<file path="src/rtl/ifetch_rvc.sv">
// ifetch_rvc: instruction fetch with a halfword queue that reassembles 16/32-bit RISC-V instructions.
// Define IFU_BYPASS_EN to let an ack into an empty queue feed decode in the same cycle.
module ifetch_rvc #(
  parameter logic [63:0] RESET_PC = 64'h8000_0000,
  parameter int          QDEPTH   = 4
) (
  input  logic        clock,
  input  logic        reset,
  output logic        imem_req_o,
  output logic [63:0] imem_addr_o,
  input  logic        imem_ack_i,
  input  logic [31:0] imem_rdata_i,
  input  logic        branch_flush_i,
  input  logic [63:0] branch_target_i,
  input  logic        load_use_i,
  output logic [31:0] inst_o,
  output logic [63:0] pc_o,
  output logic        is_compressed_o,
  output logic        valid_o
);
  localparam int            PW  = $clog2(QDEPTH);
  localparam int            CW  = PW + 1;
  localparam logic [31:0]   NOP = 32'h0000_0013;
  localparam logic [CW-1:0] QD  = CW'(QDEPTH);

  typedef enum logic {RUN = 1'b0, DRAIN = 1'b1} state_e;

  state_e        state_q, state_d;
  logic [15:0]   mem_q [QDEPTH];
  logic [PW-1:0] head_q, head_d, tail_q, tail_d;
  logic [CW-1:0] count_q, count_d;
  logic [63:0]   fetch_pc_q, fetch_pc_d, head_pc_q, head_pc_d;
  logic          req_q, req_d;
  logic [63:0]   addr_q, addr_d;
  logic [31:0]   inst_q, inst_d;
  logic [63:0]   pc_q, pc_d;
  logic          comp_q, comp_d, valid_q, valid_d;

  logic          ack_run_s, byp_s, deq_en_s;
  logic [1:0]    inc_n_s, pop_s, q_pop_s, push_n_s;
  logic [15:0]   inc_hw0_s, inc_hw1_s, push_hw0_s, v0_s, v1_s;
  logic [CW-1:0] avail_s;

  // Incoming halfwords, dequeue selection and queue pointer update
  always_comb begin
    ack_run_s = imem_ack_i && req_q && (state_q == RUN) && !branch_flush_i;
    inc_hw0_s = imem_rdata_i[15:0];
    inc_hw1_s = imem_rdata_i[31:16];
    if (ack_run_s) begin
      if (fetch_pc_q[1]) begin
        inc_n_s   = 2'd1;
        inc_hw0_s = imem_rdata_i[31:16];
      end else begin
        inc_n_s = 2'd2;
      end
    end else begin
      inc_n_s = 2'd0;
    end
`ifdef IFU_BYPASS_EN
    byp_s = ack_run_s && (count_q == {CW{1'b0}}) && !load_use_i;
`else
    byp_s = 1'b0;
`endif
    // The dequeue logic looks at the first two halfwords of whichever source is active
    if (byp_s) begin
      v0_s    = inc_hw0_s;
      v1_s    = inc_hw1_s;
      avail_s = CW'(inc_n_s);
    end else begin
      v0_s    = mem_q[head_q];
      v1_s    = mem_q[head_q + PW'(1'b1)];
      avail_s = count_q;
    end
    deq_en_s = !load_use_i && !branch_flush_i;
    if (deq_en_s && (v0_s[1:0] != 2'b11) && (avail_s >= CW'(1'b1))) begin
      pop_s = 2'd1;
    end else if (deq_en_s && (v0_s[1:0] == 2'b11) && (avail_s >= CW'(2'd2))) begin
      pop_s = 2'd2;
    end else begin
      pop_s = 2'd0;
    end
    q_pop_s    = byp_s ? 2'd0 : pop_s;
    push_n_s   = byp_s ? (inc_n_s - pop_s) : inc_n_s;
    push_hw0_s = (byp_s && (pop_s == 2'd1)) ? inc_hw1_s : inc_hw0_s;
    if (branch_flush_i) begin
      head_d  = {PW{1'b0}};
      tail_d  = {PW{1'b0}};
      count_d = {CW{1'b0}};
    end else begin
      head_d  = head_q + PW'(q_pop_s);
      tail_d  = tail_q + PW'(push_n_s);
      count_d = count_q - CW'(q_pop_s) + CW'(push_n_s);
    end
  end

  // IF/ID register next state and head PC advance
  always_comb begin
    inst_d    = inst_q;
    pc_d      = pc_q;
    comp_d    = comp_q;
    valid_d   = valid_q;
    head_pc_d = head_pc_q;
    if (branch_flush_i) begin
      inst_d    = NOP;
      comp_d    = 1'b0;
      valid_d   = 1'b0;
      head_pc_d = branch_target_i & ~64'h1;
    end else if (load_use_i) begin
      valid_d = valid_q;
    end else if (pop_s == 2'd1) begin
      inst_d    = {16'h0000, v0_s};
      pc_d      = head_pc_q;
      comp_d    = 1'b1;
      valid_d   = 1'b1;
      head_pc_d = head_pc_q + 64'h2;
    end else if (pop_s == 2'd2) begin
      inst_d    = {v1_s, v0_s};
      pc_d      = head_pc_q;
      comp_d    = 1'b0;
      valid_d   = 1'b1;
      head_pc_d = head_pc_q + 64'h4;
    end else begin
      inst_d  = NOP;
      comp_d  = 1'b0;
      valid_d = 1'b0;
    end
  end

  // Fetch FSM: request issue, ack completion and post-flush drain
  always_comb begin
    state_d    = state_q;
    req_d      = req_q;
    addr_d     = addr_q;
    fetch_pc_d = fetch_pc_q;
    case (state_q)
      RUN: begin
        if (branch_flush_i) begin
          fetch_pc_d = branch_target_i & ~64'h1;
          if (req_q && !imem_ack_i) begin
            state_d = DRAIN;
          end else begin
            req_d = 1'b0;
          end
        end else if (req_q) begin
          if (imem_ack_i) begin
            req_d      = 1'b0;
            fetch_pc_d = (fetch_pc_q & ~64'h3) + 64'h4;
          end else begin
            req_d = 1'b1;
          end
        end else if ((QD - count_q) >= CW'(2'd2)) begin
          req_d  = 1'b1;
          addr_d = fetch_pc_q & ~64'h3;
        end else begin
          req_d = 1'b0;
        end
      end
      DRAIN: begin
        if (branch_flush_i) begin
          fetch_pc_d = branch_target_i & ~64'h1;
        end else begin
          fetch_pc_d = fetch_pc_q;
        end
        if (imem_ack_i) begin
          req_d   = 1'b0;
          state_d = RUN;
        end else begin
          req_d = 1'b1;
        end
      end
      default: begin
        state_d = RUN;
        req_d   = 1'b0;
      end
    endcase
  end

  // Halfword queue storage
  always_ff @(posedge clock or negedge reset) begin
    if (!reset) begin
      for (int i = 0; i < QDEPTH; i++) mem_q[i] <= 16'h0000;
    end else if (!branch_flush_i) begin
      if (push_n_s != 2'd0) mem_q[tail_q] <= push_hw0_s;
      if (push_n_s == 2'd2) mem_q[tail_q + PW'(1'b1)] <= inc_hw1_s;
    end
  end

  // State and output registers
  always_ff @(posedge clock or negedge reset) begin
    if (!reset) begin
      state_q    <= RUN;
      head_q     <= {PW{1'b0}};
      tail_q     <= {PW{1'b0}};
      count_q    <= {CW{1'b0}};
      fetch_pc_q <= RESET_PC;
      head_pc_q  <= RESET_PC;
      req_q      <= 1'b0;
      addr_q     <= RESET_PC & ~64'h3;
      inst_q     <= NOP;
      pc_q       <= RESET_PC;
      comp_q     <= 1'b0;
      valid_q    <= 1'b0;
    end else begin
      state_q    <= state_d;
      head_q     <= head_d;
      tail_q     <= tail_d;
      count_q    <= count_d;
      fetch_pc_q <= fetch_pc_d;
      head_pc_q  <= head_pc_d;
      req_q      <= req_d;
      addr_q     <= addr_d;
      inst_q     <= inst_d;
      pc_q       <= pc_d;
      comp_q     <= comp_d;
      valid_q    <= valid_d;
    end
  end

  assign imem_req_o      = req_q;
  assign imem_addr_o     = addr_q;
  assign inst_o          = inst_q;
  assign pc_o            = pc_q;
  assign is_compressed_o = comp_q;
  assign valid_o         = valid_q;
endmodule

</file>
<file path="config.mk">
export PLATFORM = sky130hd
export DESIGN_NAME = ifetch_rvc
export DESIGN_NICKNAME = d
export VERILOG_FILES = /design/src/rtl/ifetch_rvc.sv
export SDC_FILE = /design/constraint.sdc
export NUM_CORES = 1
export LEC_CHECK = 0
export BUFFER_PORTS_ARGS = -buffer_cell sky130_fd_sc_hd__buf_2
export CAP_MARGIN = 20
export CORE_ASPECT_RATIO = 1.4
export CORE_UTILIZATION = 38
export DETAILED_ROUTE_END_ITERATION = 10
export HOLD_SLACK_MARGIN = 0.06
export SLEW_MARGIN = 0
export SYNTH_ARGS = -nofsm -noshare
export SYNTH_HDL_FRONTEND = slang
export SYNTH_SLANG_ARGS = --single-unit
</file>
<file path="constraint.sdc">
create_clock -name clock -period 10.6 [get_ports clock]
set_input_delay 1.59 -clock clock [delete_from_list [all_inputs] [get_ports clock]]
set_output_delay 1.59 -clock clock [all_outputs]
set_load 0.1 [all_outputs]
</file>
==> metrics.csv <==
stage,metric,value,unit
yosys,postSynthAreaPerCell,10.4,µm²
pwr,p_comb_frac,0.487,
yosys,synth_seq_area_share,0.506,
clock_network,cts_buffers,38,
layout,postLayoutCoreUtil,0.454,
sta,relSlewSlack,0.318,
clock_network,clk_pin_slew,0.06,ns
setup_path,worstSetupStartpointType,input port,
sta,period_minus_slack,3.92,ns
pwr,p_leak,9.14,nW
layout,drive_above_1_share,0.256,
yosys,synth-seq-cells,358,
floorplanning,fp.dieW,184,µm
placed_design,place_ws,6.16,ns
placed_design,gp_congestion,0.907,
clock_network,cts.hold.buffers_added,0,
floorplanning,initial_utilization,0.385,
pwr,power_density,329,nW/µm²
route,vias,14709,
floorplanning,dieArea,47500,µm²
route,ant_nets,0,
yosys,async_flop_share,1.00,
layout,design_area,20900,µm²
grt,grt_pass1_vias,14663,
setup_path,cp-end-kind,register,
pwr,clockPowerShare,0.197,
setup_path,worst-path-max-fanout,18,
layout,layout.nets,2045,
yosys,synth_cells,1711,
sta,grt_setup_unrepaired,no,
clock_network,cts_resized,0,
grt,grt_pass1_wl,89.5,mm
layout,area_delta_synth_final,17.8,%
run,drv_cap,0,
floorplanning,core_area,46000,µm²
route,drc,0,
sta,min_period_over_period,0.370,
floorplanning,ioPinCount,264,
clock_network,clockBufferDepth,3,
placed_design,io_buffers,259,
sta,tightest_slew,1.02,ns
pwr,ir_drop,0.256,mV
placed_design,dp_hpwl,40.7,mm
route,dr.pass1.iters,5,
clock_network,cts_tree,yes,
pwr,seq_power_share,0.316,
grt,grt_util_all_layers,0.248,
grt,overflow,0,
grt,grt_max_degree,182,
layout,fin_cells,2577,
placed_design,dp.cells,2506,
yosys,synth_edf_count,0,
route,post_drt_wl_per_cell,22.6,µm
sta,slew_viol_final,0,
setup_path,crit_arrival,4.33,ns
pwr,p_switching,3.53,mW
yosys,syn_area,17700,µm²
clock_network,cts.sinks,358,
clock_network,insertion_delay,0.55,ns
sta,hold_violations,0,
yosys,yosys_most_used_dff,dfrtp_1,
clock_network,htreeDepth,2,
pwr,p_int,3.33,mW
yosys,netlist-cell-type-count,82,
grt,antenna_found_initial,2,
sta,setup_viol,0,
route,drt-initial-drc-count,1176,
pwr,swShare,0.515,
floorplanning,dieHeight,257,µm
sta,setup_slack,6.68,ns
placed_design,post_dp_cell_area,19600,µm²
clock_network,root_buffer,clkbuf_16,
route,drt_wl_total,58.1,mm
floorplanning,rows,93,
status,status,finished clean,
min_path,hold_path.class,reg -> reg,
setup_path,critical_path_class,in -> reg,
sta,clock.fmax,0.255,GHz
clock_network,cts_setup_buffers,0,
yosys,yosys_warnings,0,
route,via_per_inst,5.71,
setup_path,cp.required,11.01,ns
sta,clock_skew,0.0228,ns
sta,fin_setup_tns,0,ns
[through the flow]
stage	hold slack (ns)	power [mW]
after global routing	0.477	7.17
after detailed placement	0.447	5.53
final	0.453	6.86
after CTS	0.456	6.90
after floorplan	0.462	4.85
after global placement	0.444	5.48
[kinds of logic after synthesis]
group	after synthesis	synth area share
xor+xnor	71	0.0351
fa+ha+maj	13	0.0100
mux	120	0.0964
buf+inv	121	0.0293
compound gates	319	0.132
other cells	1	0.000212
flops	358	0.506
simple gates	708	0.190
[worst max-delay path, stage by stage]
cell and delay [ns]:
buf_4 0.19, nor2_1 0.17, and4_1 0.65, buf_4 0.41, fa_1 0.50, fa_1 0.45
xnor2_1 0.17, xnor2_1 0.14, nor2_1 0.05
[registers in the layout, indices dropped and copies added (netlist names)]
name and cells:
is_compressed_o 1, head_pc_q 63, head_q 2, mem_q 64, valid_o 1, tail_q 2, imem_addr_o 62, inst_o 32
state_q 1, imem_req_o 1, avail_s 3, fetch_pc_q 63, pc_o 63
[final timing paths]
check	startpoint	end	slack [ns]	depth (start not counted)
setup / recovery	branch_flush_i	avail_s[2]	6.68	9
hold / removal	pc_o[31]	pc_o[31]	0.45	2
setup reg to reg	head_q[1]	avail_s[2]	6.88	9
hold reg to reg	pc_o[31]	pc_o[31]	0.45	2
max in group asynchronous	reset	fetch_pc_q[54]	7.90	2
min in group asynchronous	reset	inst_o[2]	1.10	1
[placed cells by master (no fill, tap or decap), drive strengths merged, types with 29 or more instances in the layout]
cell type	Yosys	final
mux2	84	84
nand4	50	50
mux4	32	32
xor2	40	40
buf	40	282
o22ai	32	32
a22o	30	30
o21ai	87	87
dfrtp	351	351
o22a	49	49
o311ai	29	29
nand2	301	301
and3	29	29
xnor2	31	31
nor2	127	127
nand3	78	78
clkbuf	64	58
[Yosys cell counts (5+ instances only)]
library cell | instances | share of area
a21oi_1 | 16 | 0.0045
a22o_1 | 30 | 0.015
a22oi_1 | 6 | 0.0025
a31oi_1 | 6 | 0.0021
a41oi_1 | 6 | 0.0030
and2_1 | 15 | 0.0053
and3_1 | 29 | 0.010
and4_1 | 16 | 0.0079
buf_1 | 10 | 0.0021
buf_2 | 24 | 0.0068
clkbuf_1 | 64 | 0.014
dfrtp_1 | 351 | 0.50
dfstp_2 | 7 | 0.010
ha_1 | 11 | 0.0078
inv_1 | 16 | 0.0034
mux2_2 | 84 | 0.053
mux4_2 | 32 | 0.041
nand2_1 | 300 | 0.064
nand2b_1 | 6 | 0.0021
nand3_1 | 77 | 0.022
nand4_1 | 50 | 0.018
nor2_1 | 125 | 0.026
nor2b_1 | 6 | 0.0021
nor3_1 | 18 | 0.0051
nor4_1 | 21 | 0.0074
o211ai_1 | 21 | 0.0089
o21ai_0 | 86 | 0.024
o22a_1 | 49 | 0.024
o22ai_1 | 32 | 0.011
o311ai_0 | 26 | 0.013
or2_2 | 5 | 0.0018
or3_1 | 12 | 0.0042
or4_1 | 5 | 0.0021
xnor2_1 | 31 | 0.015
xor2_1 | 40 | 0.020
[routing by layer]
layer | vias up | track usage | wire, µm
met5 | - | 0 | 12
met4 | 2 | 0.118 | 2480
met3 | 135 | 0.0509 | 3920
met2 | 509 | 0.412 | 28900
met1 | 7380 | 0.305 | 22800
li1 | 6683 | - | -
[power by group through the flow]
stage | combinational [mW] | sequential, mW | clock, mW
2_1_floorplan | 0.979 | 3.87 | 0
3_3_place_gp | 3.30 | 2.18 | 0
3_5_place_dp | 3.33 | 2.20 | 0
4_1_cts | 3.34 | 2.18 | 1.38
5_1_grt | 3.51 | 2.23 | 1.44
6_report | 3.34 | 2.17 | 1.35
[cell type report]
class	instances	area (µm²)
tap	617	772
timing repair buffer	282	1530
antenna	1	2.50
sequential	358	8970
clock inverter	10	86.3
fill	4412	25100
inverter	17	68.8
clock buffer	58	1160
multi-input combinational	1234	8270
No activity file was read; power rests on OpenSTA's default activity.
